$ cat config.mk
export PLATFORM = sky130hd
export DESIGN_NAME = sram_port_arbiter
export DESIGN_NICKNAME = d
export VERILOG_FILES = /design/src/rtl/sram_port_arbiter.sv
export SDC_FILE = /design/constraint.sdc
export NUM_CORES = 1
export LEC_CHECK = 0
export ABC_AREA = 0
export ABC_CLOCK_PERIOD_IN_PS = 3800
export BUFFER_PORTS_ARGS = -buffer_cell sky130_fd_sc_hd__buf_2
export CAP_MARGIN = 0
export CORE_AREA = 2 2 107 109
export CTS_BUF_LIST = sky130_fd_sc_hd__clkbuf_16
export DETAILED_ROUTE_END_ITERATION = 10
export DIE_AREA = 0 0 109 111
export PLACE_DENSITY = 0.77
export SETUP_SLACK_MARGIN = 0.3
export SLEW_MARGIN = 10
export SYNTH_ARGS = -nofsm -noshare
export SYNTH_HDL_FRONTEND = slang
export SYNTH_SLANG_ARGS = --single-unit
export TNS_END_PERCENT = 10
$ cat constraint.sdc
create_clock -name clk -period 3.8 [get_ports clk]
set_input_delay 0.57 -clock clk [delete_from_list [all_inputs] [get_ports clk]]
set_output_delay 0.57 -clock clk [all_outputs]
set_load 0.02 [all_outputs]
$ cat src/rtl/sram_port_arbiter.sv
// Two-requester arbiter for a single SRAM-like port: inst fetch vs data access,
// one outstanding transaction, data priority with a bounded inst starvation count.
module sram_port_arbiter #(
  parameter int STARVE_LIMIT = 4,
  parameter int ADDR_W       = 32
) (
  input  logic              clk,
  input  logic              resetn,
  input  logic              inst_req,
  input  logic [ADDR_W-1:0] inst_addr,
  output logic              inst_addr_ok,
  output logic              inst_data_ok,
  output logic [31:0]       inst_rdata,
  input  logic              data_req,
  input  logic              data_wr,
  input  logic [1:0]        data_size,
  input  logic [ADDR_W-1:0] data_addr,
  input  logic [31:0]       data_wdata,
  output logic              data_addr_ok,
  output logic              data_data_ok,
  output logic [31:0]       data_rdata,
  output logic              mem_req,
  output logic              mem_wr,
  output logic [1:0]        mem_size,
  output logic [ADDR_W-1:0] mem_addr,
  output logic [31:0]       mem_wdata,
  input  logic              mem_addr_ok,
  input  logic              mem_data_ok,
  input  logic [31:0]       mem_rdata
);
  typedef enum logic [1:0] {IDLE, ADDR, WAIT} state_t;

  typedef struct packed {
    logic              wr;
    logic [1:0]        size;
    logic [ADDR_W-1:0] addr;
    logic [31:0]       wdata;
  } req_t;

  localparam logic [3:0] LIMIT = 4'(STARVE_LIMIT);

  state_t     state_q, state_d;
  logic       owner_q;
  req_t       req_q, req_d;
  logic [3:0] starve_q, starve_d;
  logic       inst_win, data_win, complete;

  always_comb begin
    state_d  = state_q;
    req_d    = req_q;
    starve_d = starve_q;
    inst_win = inst_req && (!data_req || starve_q == LIMIT);
    data_win = data_req && !inst_win;
    complete = 1'b0;
    case (state_q)
      IDLE: if (inst_win || data_win) begin
        state_d = ADDR;
        req_d   = data_win ? req_t'{data_wr, data_size, data_addr, data_wdata}
                           : req_t'{1'b0, 2'd2, inst_addr, 32'd0};
        // Only data wins over a waiting fetch count toward starvation.
        if (data_win && inst_req)
          starve_d = (starve_q == LIMIT) ? LIMIT : starve_q + 4'd1;
        else
          starve_d = 4'd0;
      end
      ADDR: if (mem_addr_ok) begin
        complete = mem_data_ok;
        state_d  = mem_data_ok ? IDLE : WAIT;
      end
      WAIT: if (mem_data_ok) begin
        complete = 1'b1;
        state_d  = IDLE;
      end
      default: state_d = IDLE;
    endcase
  end

  always_ff @(posedge clk or negedge resetn) begin
    if (!resetn) begin
      state_q  <= IDLE;
      owner_q  <= 1'b0;
      req_q    <= '0;
      starve_q <= 4'd0;
    end else begin
      state_q  <= state_d;
      req_q    <= req_d;
      starve_q <= starve_d;
      if (state_q == IDLE && (inst_win || data_win)) owner_q <= data_win;
    end
  end

  // Grants are gated by resetn so they drop the instant reset asserts.
  assign inst_addr_ok = resetn && state_q == IDLE && inst_win;
  assign data_addr_ok = resetn && state_q == IDLE && data_win;
  assign inst_data_ok = complete && !owner_q;
  assign data_data_ok = complete && owner_q;
  assign inst_rdata   = mem_rdata;
  assign data_rdata   = mem_rdata;

  assign mem_req   = state_q == ADDR;
  assign mem_wr    = req_q.wr;
  assign mem_size  = req_q.size;
  assign mem_addr  = req_q.addr;
  assign mem_wdata = req_q.wdata;
endmodule
# [Word level (Yosys, flattened, before mapping)]
# Cells that the tools add are included.
[op_classes] add_sub_neg=1 eq_ne=6 n_mux=11 reduce_logical=17
[op_table] cell="67-bit 2-to-1 mux" n=1
[op_table] cell="1-bit logical AND" n=9
[op_table] cell="2-bit 2-to-1 mux" n=4
[op_table] cell="4-bit 2-to-1 mux" n=2
[op_table] cell="2-bit case mux with 3 select lines" n=1
[op_table] cell="4-bit by 1-bit adder with 4-bit output (second input constant)" n=1
[op_table] cell="4-bit by 3-bit == test with 1-bit output (second input constant)" n=1
[op_table] cell="2-bit by 1-bit != test with 1-bit output (second input constant)" n=2
[op_table] cell="1-bit logical NOT" n=3
[op_table] cell="3-bit AND reduction" n=1
[op_table] cell="2-bit by 1-bit == test with 1-bit output (second input constant)" n=1
[op_table] cell="2-bit == test (second input constant)" n=1
[op_table] cell="2-bit logical NOT" n=1
[op_table] cell="1-bit logical OR" n=2
[op_table] cell="1-bit 2-to-1 mux" n=2
[op_table] cell="2-bit != test (second input constant)" n=1
[op_table] cell="1-bit case mux with 2 select lines" n=1
[op_table] cell="2-bit AND reduction" n=1
[totals] reg_bits=74 input_bits=137 output_inout_bits=136 elab_cells=42

# [Longest topological paths before layout]
[logic_depth] ltp_word=8 ltp_mapped=8 depth_no_buf=5

# [Least setup slack after synthesis]
# No wires, ideal clock.
[synth_path] path_type="reg-to-output" start="register state_q[0]" end="output port inst_addr_ok" arrival_time_ns=1.492 t_required_ns=3.230 slack_ns=1.738 stages_incl_launch_ff=7 path_buffers=2 cell_sequence="dfrtp_1 inv_1 ha_1 buf_2 clkbuf_1 nand3_1 a21oi_1"
[synth_via] elab_chain_len=3
[synth_rtl] item="from (decl)" line="42" source="state_t state_q, state_d;"
[synth_rtl] item="from (signal assigned)" line="85" source="state_q <= state_d;"
[synth_rtl] item="2-bit logical NOT" line="93" source="assign inst_addr_ok = resetn && state_q == IDLE && inst_win;"
[synth_rtl] item="1-bit logical AND (2 in series)" line="93"
[synth_rtl] item="to (decl)" line="11" source="output logic inst_addr_ok,"
# Every way passes these cells.

# [Worst setup path in the final report]
[layout_path] start="register starve_q[0]" end="output port data_addr_ok"
[layout_via] elab_chain_len=6
[layout_rtl] item="from (decl)" line="45" source="logic [3:0] starve_q, starve_d;"
[layout_rtl] item="from (signal assigned)" line="87" source="starve_q <= starve_d;"
[layout_rtl] item="4-bit by 3-bit == test with 1-bit output" line="52" source="inst_win = inst_req && (!data_req || starve_q == LIMIT);"
[layout_rtl] item="1-bit logical OR" line="52"
[layout_rtl] item="1-bit logical AND" line="52"
[layout_rtl] item="1-bit logical NOT" line="53" source="data_win = data_req && !inst_win;"
[layout_rtl] item="1-bit logical AND" line="53"
[layout_rtl] item="1-bit logical AND" line="94" source="assign data_addr_ok = resetn && state_q == IDLE && data_win;"
[layout_rtl] item="to (decl)" line="19" source="output logic data_addr_ok,"
# Every way passes these cells.

==> impl_results.md <==
- Seq/Total Area, Yosys: 45.2%
- PD cells: 879 nW/um^2
- Kind of critical path: reg -> out
- TNS Setup: 0 ns
- Wirelength, routed: 10500 um
- Post-synth ARST share: between 90% and 100%
- Clk Latency, worst-skew pair: 0.32 ns
- Clock Tree Buf Depth: 2
- Number of flops mapped to enable cells by yosys: 0
- Layout cells sized above 1: 41.3%
- Syn Inst Count: 452
- Cell taking the most area after synthesis: dfrtp_1
- Post-detailed-route count of antenna-violating nets: 0
- Final instance area: 4850 sq um
- Largest net degree at the start of global routing: 51
- Mapped Area: around 4100 sq um
- CP required: 3.23 ns
- Flops & latches, synth: 74
- CP Max Fanout: 34
- Netlist cell types: 31
- Diode count: 0
- Final Setup Violations: 0
- DRC: 0
- Setup slack after placement: 1.19 ns
- Post-CTS resize count: 0
- Vias per cell: 5.06
- DRT iter0 DRCs: 197
- Core area: approximately 11000 sq um
- Most frequent cells in the layout: 175 x buf_2, 140 x nand2_1, 74 x dfrtp_1
- Final net count: 690
- Yosys top cell area share: 45.2%
- CP Data Arrival Time: approximately 2.2 ns
- Aggregate global routing overflow: 0
- Fin crit share: 71.9%
- Area after DPL: 4570 sq um
- Die H: roughly 110 um
- Hold Crit Class: in -> async
- RSZ-0062 raised after global routing: no
- Detailed Place HPWL: 7500 um
- Synth top area cells: dfrtp_1 45%, nand2_1 13%, buf_4 12%
- Via count: between 3000 and 4000
- Fillers: approximately 1100
- Effective utilization at floorplan: 37.0%
- Skew final: 0.00583 ns
- Avg Cell Area, Syn: 9.06 sq um
- Slew Limit Headroom: around a third
- Net Count, Synth: 595
- # clock sinks: 74
- Yosys Warn Count: 0
- Post-route minimum period: 2.73 ns
- RePlAce Congestion: about 0.74
- Clk root buf: clkbuf_16
- # Max-Cap Violations: 0
- Largest vdd supply drop: between 300 and 400 uV
- WL/cell: 15.1 um
- Crit path cell chain: inv_1 > ha_1 > nand4b_4 > and2_2 > and3_1 > buf_2
- Status: finished, final reports clean
- Vias in the first global route: ~3500
- Post-CTS setup buffers: 0
- First-pass GRT wire length: 16700 um
- Floorplan row count: 39
- Final max-slew violation count: 0
- CP max-delay cell: nand4b_4
- Area Overhead vs Synth: 18.3%
- CTS tree: done
- Main synth FF type: dfrtp_1
- Worst-path clk slew: 0.06 ns
- WP buf/inv: 2
- Nature of the critical path startpoint: register
- # hold bufs at CTS: 0
- GRT Resource Usage Total: 17.4%
- Fmax achieved: 0.366 GHz
- Crit path depth: 6
- Die Area: ~12000 sq um
- Final worst-path setup slack: 1.07 ns
- Largest stage delay on the critical path: ~0.42 ns
- IO Count: 273
- Tightest Pin Transition: between 1 and 1.5 ns
- Commonest non-fill, non-tap cell in the layout: buf_2
- Final Hold Viols: 0
- Family with the most delay on the worst path: simple AND/OR/NAND/NOR gates
- Kind of end point of the critical path: output pin
- FF-to-FF path depth: 5
- Pre-Repair DR Iteration Count: 5
- Initial antenna violation count: 0
- H-Tree Depth: 3
- Port Buf Inserts: around 180
- Die X-Extent: approximately 110 um
- P_leak: ~2.5 nW
- Worst Hold Margin: 0.171 ns
- TritonCTS buffer count: 9
==> through the flow <==
step	utilization, %	total power [mW]	instances
after global placement	41.3	3.42	679
after CTS	43.8	4.31	693
after global routing	43.8	4.57	693
final	43.8	4.26	693
after floorplan	-	2.88	452
after detailed placement	41.3	3.49	679
==> cell usage after synthesis (2+ instances only) <==
master	count
nand2_1	140
nand4_1	33
dfrtp_1	74
inv_1	8
o211ai_2	29
clkbuf_1	13
o21ai_0	36
clkbuf_2	3
a21oi_1	3
buf_4	65
nor2_1	3
ha_1	6
buf_6	4
nand3_1	3
and2_1	2
o22ai_1	2
o211ai_1	3
buf_2	12
==> sequential cells by signal (all words and copies together), names as in the netlist <==
signal and count:
mem_wr 1, mem_size 2, mem_wdata 32, owner_q 1, mem_addr 32, starve_q 4, state_q 2
==> power breakdown <==
part,switching [mW],total [mW],leakage [nW],internal (mW)
combinational,1.36,2.07,1.39,0.706
sequential,0.214,1.39,0.935,1.18
clock,0.305,0.799,0.136,0.494
==> routing by layer <==
layer  global-route usage, %  wire, um
met3                    3.29       768
met2                    29.3      5020
met4                    8.89       361
met1                    20.7      4310
met5                       0         0
==> worst reg2reg max path, stage by stage (launching register included) <==
cell and delay, ns:
dfrtp_1 0.41, inv_1 0.07, ha_1 0.22, nand4b_4 0.42, nand2_1 0.94, o21ai_0 0.26
==> final cells by class <==
class / count / area (sq um) / area share, %
Sequential cell: 74 / 1850 / 38.2
Inverter: 8 / 30.0 / 0.620
Clock buffer: 9 / 225 / 4.65
Clock inverter: 5 / 47.5 / 0.981
Timing Repair Buffer: 181 / 946 / 19.5
Multi-Input combinational cell: 273 / 1570 / 32.3
Tap cell: 143 / 179 / 3.69
==> logic make-up after synthesis <==
group	Yosys count	share of synthesized area (%)
compound gates	78	15.5
fa+ha+maj	6	1.83
buf+inv	105	16.8
flops	74	45.2
mux	2	0.519
simple gates	187	20.2
==> final timing paths <==
kind	from	to	slack, ns
setup / recovery	starve_q[0]$_DFFE_PN0P_	data_addr_ok	1.07
hold / removal	resetn	starve_q[1]$_DFFE_PN0P_	0.17
setup reg to reg	starve_q[0]$_DFFE_PN0P_	mem_wdata[26]$_DFFE_PN0P_	1.30
hold reg to reg	mem_wdata[0]$_DFFE_PN0P_	mem_wdata[0]$_DFFE_PN0P_	0.47
max in group asynchronous	resetn	mem_addr[5]$_DFFE_PN0P_	2.64
min in group clk	mem_wdata[0]$_DFFE_PN0P_	mem_wdata[0]$_DFFE_PN0P_	0.47
(Power assumes the default switching activity.)
